$ cat config.mk
export PLATFORM = sky130hd
export DESIGN_NAME = wave_rom_fetch
export DESIGN_NICKNAME = d
export VERILOG_FILES = /design/src/rtl/wave_rom_fetch.sv
export SDC_FILE = /design/constraint.sdc
export NUM_CORES = 1
export LEC_CHECK = 0
export BUFFER_PORTS_ARGS = -buffer_cell sky130_fd_sc_hd__buf_2
export CAP_MARGIN = 5
export CORE_MARGIN = 5
export CORE_UTILIZATION = 45
export CTS_BUF_LIST = sky130_fd_sc_hd__clkbuf_8
export CTS_CLUSTER_DIAMETER = 30
export DETAILED_ROUTE_END_ITERATION = 7
export GPL_ROUTABILITY_DRIVEN = 0
export MAX_ROUTING_LAYER = met4
export PLACE_DENSITY_LB_ADDON = 0.25
export SLEW_MARGIN = 10
export SYNTH_ARGS = -nofsm -noshare
export SYNTH_HDL_FRONTEND = slang
export SYNTH_SLANG_ARGS = --single-unit
export TNS_END_PERCENT = 5
$ cat constraint.sdc
create_clock -name I_CLK -period 5.45 [get_ports I_CLK]
set_clock_uncertainty 0.2 [all_clocks]
set_input_delay 1.09 -clock I_CLK [delete_from_list [all_inputs] [get_ports I_CLK]]
set_output_delay 1.09 -clock I_CLK [all_outputs]
set_load 0.02 [all_outputs]
$ cat src/rtl/wave_rom_fetch.sv
// Wave ROM fetch: per-channel one-word byte caches with round-robin miss
// arbitration onto a single req/ack 16-bit memory port, plus the slot counter.

module wave_rom_lane #(
    parameter int AW = 28
) (
    input  logic          I_CLK,
    input  logic          I_RSTn,
    input  logic [AW-1:0] I_ADDR,
    input  logic          I_INVALIDATE,
    input  logic          I_FILL,
    input  logic [15:0]   I_FILL_WORD,
    input  logic [AW-2:0] I_FILL_TAG,
    output logic          O_HIT,
    output logic          O_READY,
    output logic [7:0]    O_DATA
);
    logic [15:0]   word;
    logic [AW-2:0] tag;
    logic          valid;

    assign O_HIT = valid && (tag == I_ADDR[AW-1:1]);

    // Ready/data track the current address every clock, whether or not the
    // player is reading, so a returning player sees a fresh answer at once.
    always_ff @(posedge I_CLK or negedge I_RSTn) begin
        if (!I_RSTn) begin
            word    <= '0;
            tag     <= '0;
            valid   <= 1'b0;
            O_READY <= 1'b0;
            O_DATA  <= '0;
        end else begin
            if (I_INVALIDATE) begin
                valid <= 1'b0;
            end else if (I_FILL) begin
                word  <= I_FILL_WORD;
                tag   <= I_FILL_TAG;
                valid <= 1'b1;
            end
            O_READY <= O_HIT;
            O_DATA  <= I_ADDR[0] ? word[15:8] : word[7:0];
        end
    end
endmodule

module wave_rom_fetch #(
    parameter int NCH = 8,
    parameter int AW  = 28
) (
    input  logic              I_CLK,
    input  logic              I_RSTn,
    input  logic [NCH-1:0]    I_CH_READ,
    input  logic [NCH*AW-1:0] I_CH_ADDR,
    input  logic              I_INVALIDATE,
    output logic [NCH*8-1:0]  O_CH_DATA,
    output logic [NCH-1:0]    O_CH_READY,
    output logic [3:0]        O_H_CNT,
    output logic              O_MEM_REQ,
    output logic [AW-2:0]     O_MEM_ADDR,
    input  logic              I_MEM_ACK,
    input  logic [15:0]       I_MEM_DATA
);
    typedef enum logic {ST_IDLE, ST_REQ} state_t;

    state_t                   state;
    logic [NCH-1:0][AW-1:0]   ch_addr;
    logic [NCH-1:0]           hit, miss, fill;
    logic [2*NCH-1:0]         dbl;
    logic [NCH-1:0]           rot;
    logic [2:0]               ptr, gnt, off, sel, ptr_nxt;
    logic [3:0]               sum, sel_p1;
    logic                     sel_vld;
    logic                     discard;

    always_ff @(posedge I_CLK or negedge I_RSTn) begin
        if (!I_RSTn) O_H_CNT <= '0;
        else         O_H_CNT <= O_H_CNT + 4'd1;
    end

    genvar n;
    generate
        for (n = 0; n < NCH; n++) begin : g_lane
            assign ch_addr[n] = I_CH_ADDR[n*AW +: AW];
            // A discarded or invalidated fill never reaches the cache.
            assign fill[n] = (state == ST_REQ) && I_MEM_ACK && !discard &&
                             !I_INVALIDATE && (gnt == 3'(n));
            wave_rom_lane #(.AW(AW)) u_lane (
                .I_CLK        (I_CLK),
                .I_RSTn       (I_RSTn),
                .I_ADDR       (ch_addr[n]),
                .I_INVALIDATE (I_INVALIDATE),
                .I_FILL       (fill[n]),
                .I_FILL_WORD  (I_MEM_DATA),
                .I_FILL_TAG   (O_MEM_ADDR),
                .O_HIT        (hit[n]),
                .O_READY      (O_CH_READY[n]),
                .O_DATA       (O_CH_DATA[n*8 +: 8])
            );
        end
    endgenerate

    assign miss = I_CH_READ & ~hit;

    // Rotate the miss vector so bit 0 is the pointer channel, then take the
    // lowest set bit: first miss at or after the pointer, wrapping.
    assign dbl = {miss, miss} >> ptr;

    always_comb begin
        rot     = dbl[NCH-1:0];
        off     = '0;
        sel_vld = 1'b0;
        for (int i = NCH - 1; i >= 0; i--) begin
            if (rot[i]) begin
                off     = 3'(i);
                sel_vld = 1'b1;
            end
        end
        sum     = {1'b0, ptr} + {1'b0, off};
        sel     = (sum >= 4'(NCH)) ? 3'(sum - 4'(NCH)) : sum[2:0];
        sel_p1  = {1'b0, sel} + 4'd1;
        ptr_nxt = (sel_p1 >= 4'(NCH)) ? 3'd0 : sel_p1[2:0];
    end

    always_ff @(posedge I_CLK or negedge I_RSTn) begin
        if (!I_RSTn) begin
            state      <= ST_IDLE;
            O_MEM_REQ  <= 1'b0;
            O_MEM_ADDR <= '0;
            gnt        <= '0;
            ptr        <= '0;
            discard    <= 1'b0;
        end else begin
            case (state)
                ST_IDLE: begin
                    discard <= 1'b0;
                    if (sel_vld) begin
                        gnt        <= sel;
                        O_MEM_ADDR <= ch_addr[sel][AW-1:1];
                        O_MEM_REQ  <= 1'b1;
                        ptr        <= ptr_nxt;
                        state      <= ST_REQ;
                    end
                end
                ST_REQ: begin
                    // The bus cycle must still be closed by the ack even when
                    // the ROM was reloaded underneath it.
                    if (I_INVALIDATE) discard <= 1'b1;
                    if (I_MEM_ACK) begin
                        O_MEM_REQ <= 1'b0;
                        discard   <= 1'b0;
                        state     <= ST_IDLE;
                    end
                end
                default: state <= ST_IDLE;
            endcase
        end
    end
endmodule

==> impl_metrics.tcl, run 1 <==
set metrics [dict create \
    outcome "completed" \
    async_flop_share_pct 100 \
    synthFlopType "dfrtp_1" \
    powerDensity_mw_per_mm2 680 \
    criticalPathCategory "input pin to register" \
    min_period_ns 5.34 \
    cts_root_buf "clkbuf_8" \
    endpoint_kind "register" \
    clk_pin_slew_worst_paths_ns 0.05 \
    viasPerCell 5.50 \
    highest_layer "met4" \
    grt_max_degree 120 \
    wirelength_mm 71.6 \
    vias 15200 \
    synth_commonest_cells "464 x dfrtp_1, 411 x mux2_2, 158 x xor2_1, 62 x xnor2_1, 60 x clkbuf_1" \
    synthesis.area_sq_mm 0.0217 \
    dieArea_sq_mm 0.0526 \
    yosys.area.top_type "dfrtp_1" \
    hold_violations 0 \
    yosysSeqAreaShare_pct 53.6 \
    die_w_microns 229 \
    ys_seq_elements 464 \
    cts_buffers 107 \
    cts_sinks 464 \
    drv_slew 0 \
    power_switching_uw 6970 \
    p_comb_share_pct 42.6 \
    grt_pass1_wl_mm 106 \
    drive_gt1_share_pct 54.2 \
    clockBufferDepth 3 \
    placementRows 80 \
    utilization_pct 57.9 \
    ir_worst_vdd_mv 0.478 \
    setup_tns_ns 0 \
    grt_antenna_before_repair 8 \
    finalPower_uw 18800 \
    core_sq_mm 0.0476 \
    ant_nets 0 \
    grtUsageTotal_pct 27.6 \
    yosysUniqueCellTypes 52 \
    cts-resized-gates 0 \
    io_pins 356 \
    intPower_uw 11800 \
    maxSlewHeadroom_pct 35.3 \
    syn_to_final_growth_pct 27.4 \
    dr.pass1.iters 5 \
    period_share_pct 97.9 \
    critPathArrivalTime_ns 5.66 \
    htreeDepth 3 \
    drv_cap 0 \
    overflow 0 \
    instances_no_fill 2765 \
    yosysMostFrequentCell "dfrtp_1" \
    postCtsHoldBufs 0 \
    fmax_mhz 187 \
    switching_share_pct 37.1 \
    tritoncts "done" \
    power_frac_seq_pct 33.1 \
    die_h_microns 229 \
    ys_top_cells_by_area "dfrtp_1 54%, mux2_2 21%, xor2_1 6.4%, mux4_2 5.6%, xnor2_1 2.5%" \
    io_buffer_count 355 \
    yosysWarningCount 0 \
    clkLatencyLatePin_ns 0.71 \
    critical_path.startpoint_type "input pin" \
    rsz0062_at_grt "no" \
    drc 0 \
    initialDrtViolationCount 1178 \
    wl_met3_mm 5.51 \
    synth.top_cell.area_share_pct 53.6 \
    wl_met2_mm 35.3 \
    crit_fanout 29 \
    power_frac_clock_pct 24.3 \
    setup_viol 0 \
    start_util_pct 45.5 \
    syn-num-nets 1789 \
    post_cts_buffers 0 \
    synth_edf_count 0 \
    hpwl_mm 53.3 \
    wl_per_cell_microns 25.9 \
    leakagePower_uw 0.0132 \
    drt-met1-wl_mm 27.3 \
    synth_cells 1533 \
    worst_pin_slew_ns 0.970 \
    hold_class "input pin to async pin" \
    cp_data_required_time_ns 5.77 \
    avgSynthCellArea_sq_um 14.1 \
    place_inst 2558 \
    fillCellCount 3881 \
    grt_pass1_vias 16500 \
    num-nets-final 2308 \
]
metrics by stage:
stage	cell area [sq um]	hold slack, ns	setup WS [ns]
floorplan	21700	0.249	-0.0657
global placement	25000	0.257	-0.372
detailed placement	25000	0.265	-0.430
CTS	27600	0.218	0.277
global route	27600	0.256	0.00772
finish	27600	0.224	0.113
kinds of logic after synthesis:
logic type | after synthesis | share of synthesized area [%]
AO/OA/AOI/OAI | 69 | 1.94
XOR/XNOR | 220 | 8.90
adder cells (fa/ha/maj) | 4 | 0.266
buffers and inverters | 86 | 1.69
flip-flops | 464 | 53.6
multiplexers | 501 | 28.7
AND/OR/NAND/NOR | 189 | 4.92
worst max-delay path, cell delays in order:
cell and delay, ns:
buf_2 0.12, xnor2_1 0.40, nand4_1 0.21, or4_1 0.57, o21a_1 0.22, mux2_2 0.30, o21bai_1 0.16, a32oi_1 0.22
a21o_1 0.15, a21oi_1 0.06, a311oi_1 0.28, a21oi_1 0.12, ha_4 0.19, fa_2 0.62, buf_12 0.23, mux4_2 0.43
mux2i_1 0.17, a21oi_1 0.08
placed cells by master, fill, tap and decap left out, drive strengths merged, types with 3 or more instances in the layout:
cell type | netlist | layout
buf | 18 | 488
dfrtp | 464 | 464
mux2 | 414 | 414
xor2 | 158 | 158
clkbuf | 60 | 126
xnor2 | 62 | 62
mux4 | 54 | 54
nor4 | 48 | 48
nor2 | 42 | 42
a21oi | 34 | 34
mux2i | 33 | 33
clkinv | 0 | 29
nor3 | 28 | 28
inv | 8 | 25
nand4 | 20 | 20
clkinvlp | 0 | 14
bufinv | 0 | 14
nand2 | 14 | 14
nand3 | 10 | 10
o21a | 9 | 9
o21ai | 9 | 9
diode | 0 | 7
nand2b | 7 | 7
or4 | 6 | 6
a21o | 5 | 5
and2 | 3 | 3
ha | 3 | 3
cell type report:
type / count / area [sq um] / share of cell area [%]
Sequential cell: 464 / 11600 / 42.1
Clock buffer: 126 / 1730 / 6.29
Tap cell: 615 / 769 / 2.79
Antenna cell: 7 / 17.5 / 0.0635
Timing Repair Buffer: 488 / 2910 / 10.5
Clock inverter: 74 / 790 / 2.86
Multi-Input combinational cell: 983 / 9720 / 35.3
Inverter: 8 / 30.0 / 0.109
routing by layer:
metal,vias to the layer above,global-route usage [%]
met4,0,11.9
met2,632,45.1
met1,7771,32.5
li1,6620,-
met5,-,-
met3,177,7.53
sequential cells by signal, indices dropped and copies added, names as in the netlist:
name,count
g_lane.u_lane.tag,216
O_MEM_ADDR,27
g_lane.u_lane.word,128
ptr,3
g_lane.u_lane.O_DATA,64
state,1
gnt,3
O_MEM_REQ,1
O_H_CNT,4
g_lane.u_lane.valid,8
g_lane.u_lane.O_READY,8
discard,1
worst paths after layout:
check,depth (start not counted),endpoint,startpoint,slack (ns)
min in group I_CLK,1,O_H_CNT[3],O_H_CNT[3],0.26
min reg2reg,1,O_H_CNT[3],O_H_CNT[3],0.26
max reg2reg,17,O_MEM_ADDR[8],g_lane[2].u_lane.tag[8],0.28
max in group asynchronous,2,O_H_CNT[3],I_RSTn,3.55
max,18,O_MEM_ADDR[8],I_CH_ADDR[65],0.11
min,1,g_lane[1].u_lane.tag[9],I_RSTn,0.22
power groups by stage:
stage	clock [uW]	combinational (uW)	sequential (uW)
final	4550	8000	6210
after global routing	4800	8470	6390
after CTS	4630	8030	6210
after detailed placement	0	7990	6260
after global placement	0	7850	6170
after floorplan	0	4830	6140
(Power assumes the default switching activity.)
==> run 2, diff against run 1 <==
- GPL_TIMING_DRIVEN: default -> 0
==> run 2 against run 1 <==
Against the previous run:
- non-clock buffer count down 58
- routed wire length shrank 0.33%
- first-iteration DRC count fell by 10%
- power is 0.66% higher
- worst setup slack got worse by 0.086 ns
- die area is the same
- maximum frequency fell by 1.6%
- critical endpoint is now O_MEM_ADDR[21]
==> impl_metrics.tcl, run 2 (synthesis results as in run 1) <==
set metrics [dict create \
    initialDrtViolationCount 1055 \
    powerDensity_mw_per_mm2 695 \
    grt_antenna_before_repair 7 \
    clockBufferDepth 3 \
    cts_sinks 464 \
    wirelength_mm 71.3 \
    critPathArrivalTime_ns 5.78 \
    ant_nets 0 \
    maxSlewHeadroom_pct 39.3 \
    layout_setup_ws_ns 0.0275 \
    wl_met2_mm 34.9 \
    finalPower_uw 18900 \
    vias 15200 \
    num-nets-final 2251 \
    timing.critical_path.from "I_CH_ADDR[5]" \
    io_buffer_count 347 \
    dp_slack_ns -1.88 \
    leakagePower_uw 0.0128 \
    largest_reg_flops 216 \
    critical_path.startpoint_type "input pin" \
    power_frac_clock_pct 25.0 \
    largest-register "g_lane.u_lane.tag" \
    grtUsageTotal_pct 27.7 \
    worst_pin_slew_ns 0.910 \
    clk_pin_slew_worst_paths_ns 0.06 \
    power_frac_seq_pct 32.7 \
    die_w_microns 229 \
    clkLatencyLatePin_ns 0.69 \
    start_util_pct 45.5 \
    grt_pass1_wl_mm 106 \
    r2r_cells 17 \
    outcome "completed" \
    criticalPathCategory "input pin to register" \
    drive_gt1_share_pct 50.9 \
    cts_root_buf "clkbuf_8" \
    p_comb_share_pct 42.3 \
    regToRegSetupSlack_ns 0.17 \
    placementRows 80 \
    overflow 0 \
    intPower_uw 11800 \
    drv_cap 0 \
    wl_per_cell_microns 26.4 \
    highest_layer "met4" \
    timing.rr.start "g_lane[0].u_lane.tag[4]" \
    fmax_mhz 184 \
    syn_to_final_growth_pct 25.4 \
    drv_slew 0 \
    grt_pass1_vias 16300 \
    endpoint_kind "register" \
    ir_worst_vdd_mv 0.468 \
    switching_share_pct 37.8 \
    hold_violations 0 \
    die_h_microns 229 \
    dr.pass1.iters 5 \
    post_cts_buffers 0 \
    worstReg2RegEnd "O_MEM_ADDR[21]" \
    drc 0 \
    hpwl_mm 54.4 \
    core_sq_mm 0.0476 \
    grt_max_degree 111 \
    layout_commonest_cell "dfrtp_1" \
    cp_data_required_time_ns 5.80 \
    io_pins 356 \
    htreeDepth 3 \
    drt-met1-wl_mm 28.4 \
    hold_class "input pin to async pin" \
    final_cell_mix "464 x dfrtp_1, 411 x mux2_2, 347 x buf_2" \
    setup_viol 0 \
    cts_buffers 108 \
    power_switching_uw 7130 \
    period_share_pct 99.5 \
    viasPerCell 5.61 \
    dieArea_sq_mm 0.0526 \
    tritoncts "done" \
    top_regs "g_lane.u_lane.tag (216), g_lane.u_lane.word (128), g_lane.u_lane.O_DATA (64)" \
    min_period_ns 5.42 \
    crit_fanout 10 \
    wl_met3_mm 5.15 \
]
==> run 2: final cells by class <==
type                       instances  area [sq um]
inverter                           8          30.0
tap                              615           769
multi-input combinational        983          9860
timing repair buffer             352          1880
fill                            3969         20500
clock buffer                     133          1830
antenna                            5          12.5
clock inverter                    66           769
buffer                            78           394
sequential                       464         11600
==> run 2: timing repair <==
| action | in CTS | in global routing |
|---|---|---|
| gates resized for setup | 26 | 39 |
| hold buffers | 0 | 0 |
| setup endpoints to repair | 31 | 27 |
==> run 2: worst max-delay path by stage <==
| stage | cells past startpoint | end | slack (ns) |
|---|---|---|---|
| 2_1_floorplan | 17 | O_MEM_ADDR[18] | -0.07 |
| 3_3_place_gp | 1 | g_lane[1].u_lane.word[11] | -6.28 |
| 3_5_place_dp | 19 | O_MEM_ADDR[2] | -1.88 |
| 4_1_cts | 18 | O_MEM_ADDR[23] | -0.07 |
| 5_1_grt | 18 | O_MEM_ADDR[23] | -0.02 |
| 6_report | 18 | O_MEM_ADDR[21] | 0.03 |
==> run 2: power by group through the flow <==
stage	logic (uW)	registers [uW]	clock network (uW)
floorplan	4830	6140	0
global placement	7590	6120	0
detailed placement	7730	6190	0
CTS	7850	6160	4790
global route	8420	6330	4980
finish	7990	6180	4720
==> run 2: metal layers <==
metal	track usage, %	vias up
met2	44.6	614
met1	34.1	7875
met4	10.6	0
met5	-	-
met3	6.91	161
li1	-	6507
==> run 2: per-stage QoR <==
| stage | TNS [ns] | instances | area (sq um) | utilization, % | hold slack (ns) |
|---|---|---|---|---|---|
| global placement | -2929.16 | 2495 | 24200 | 50.7 | 0.256 |
| global route | -0.0281 | 2704 | 27200 | 57.0 | 0.122 |
| floorplan | -0.526 | 1533 | 21700 | - | 0.249 |
| finish | 0 | 2704 | 27200 | 57.0 | 0.101 |
| detailed placement | -52.93 | 2500 | 24300 | 51.0 | 0.263 |
| CTS | -0.585 | 2699 | 27000 | 56.6 | 0.0952 |
==> run 2: critical path, stage by stage <==
cell      delay (ns)
buf_2           0.12
xnor2_1         0.31
nand4_1         0.26
or4_1           0.57
o21a_2          0.30
mux2i_2         0.32
o21ai_0         0.12
nand2_1         0.11
a211oi_2        0.09
o311ai_1        0.35
a21oi_1         0.15
ha_1            0.22
fa_1            0.60
buf_6           0.23
clkbuf_4        0.30
mux4_2          0.39
mux2i_1         0.16
a21oi_1         0.08
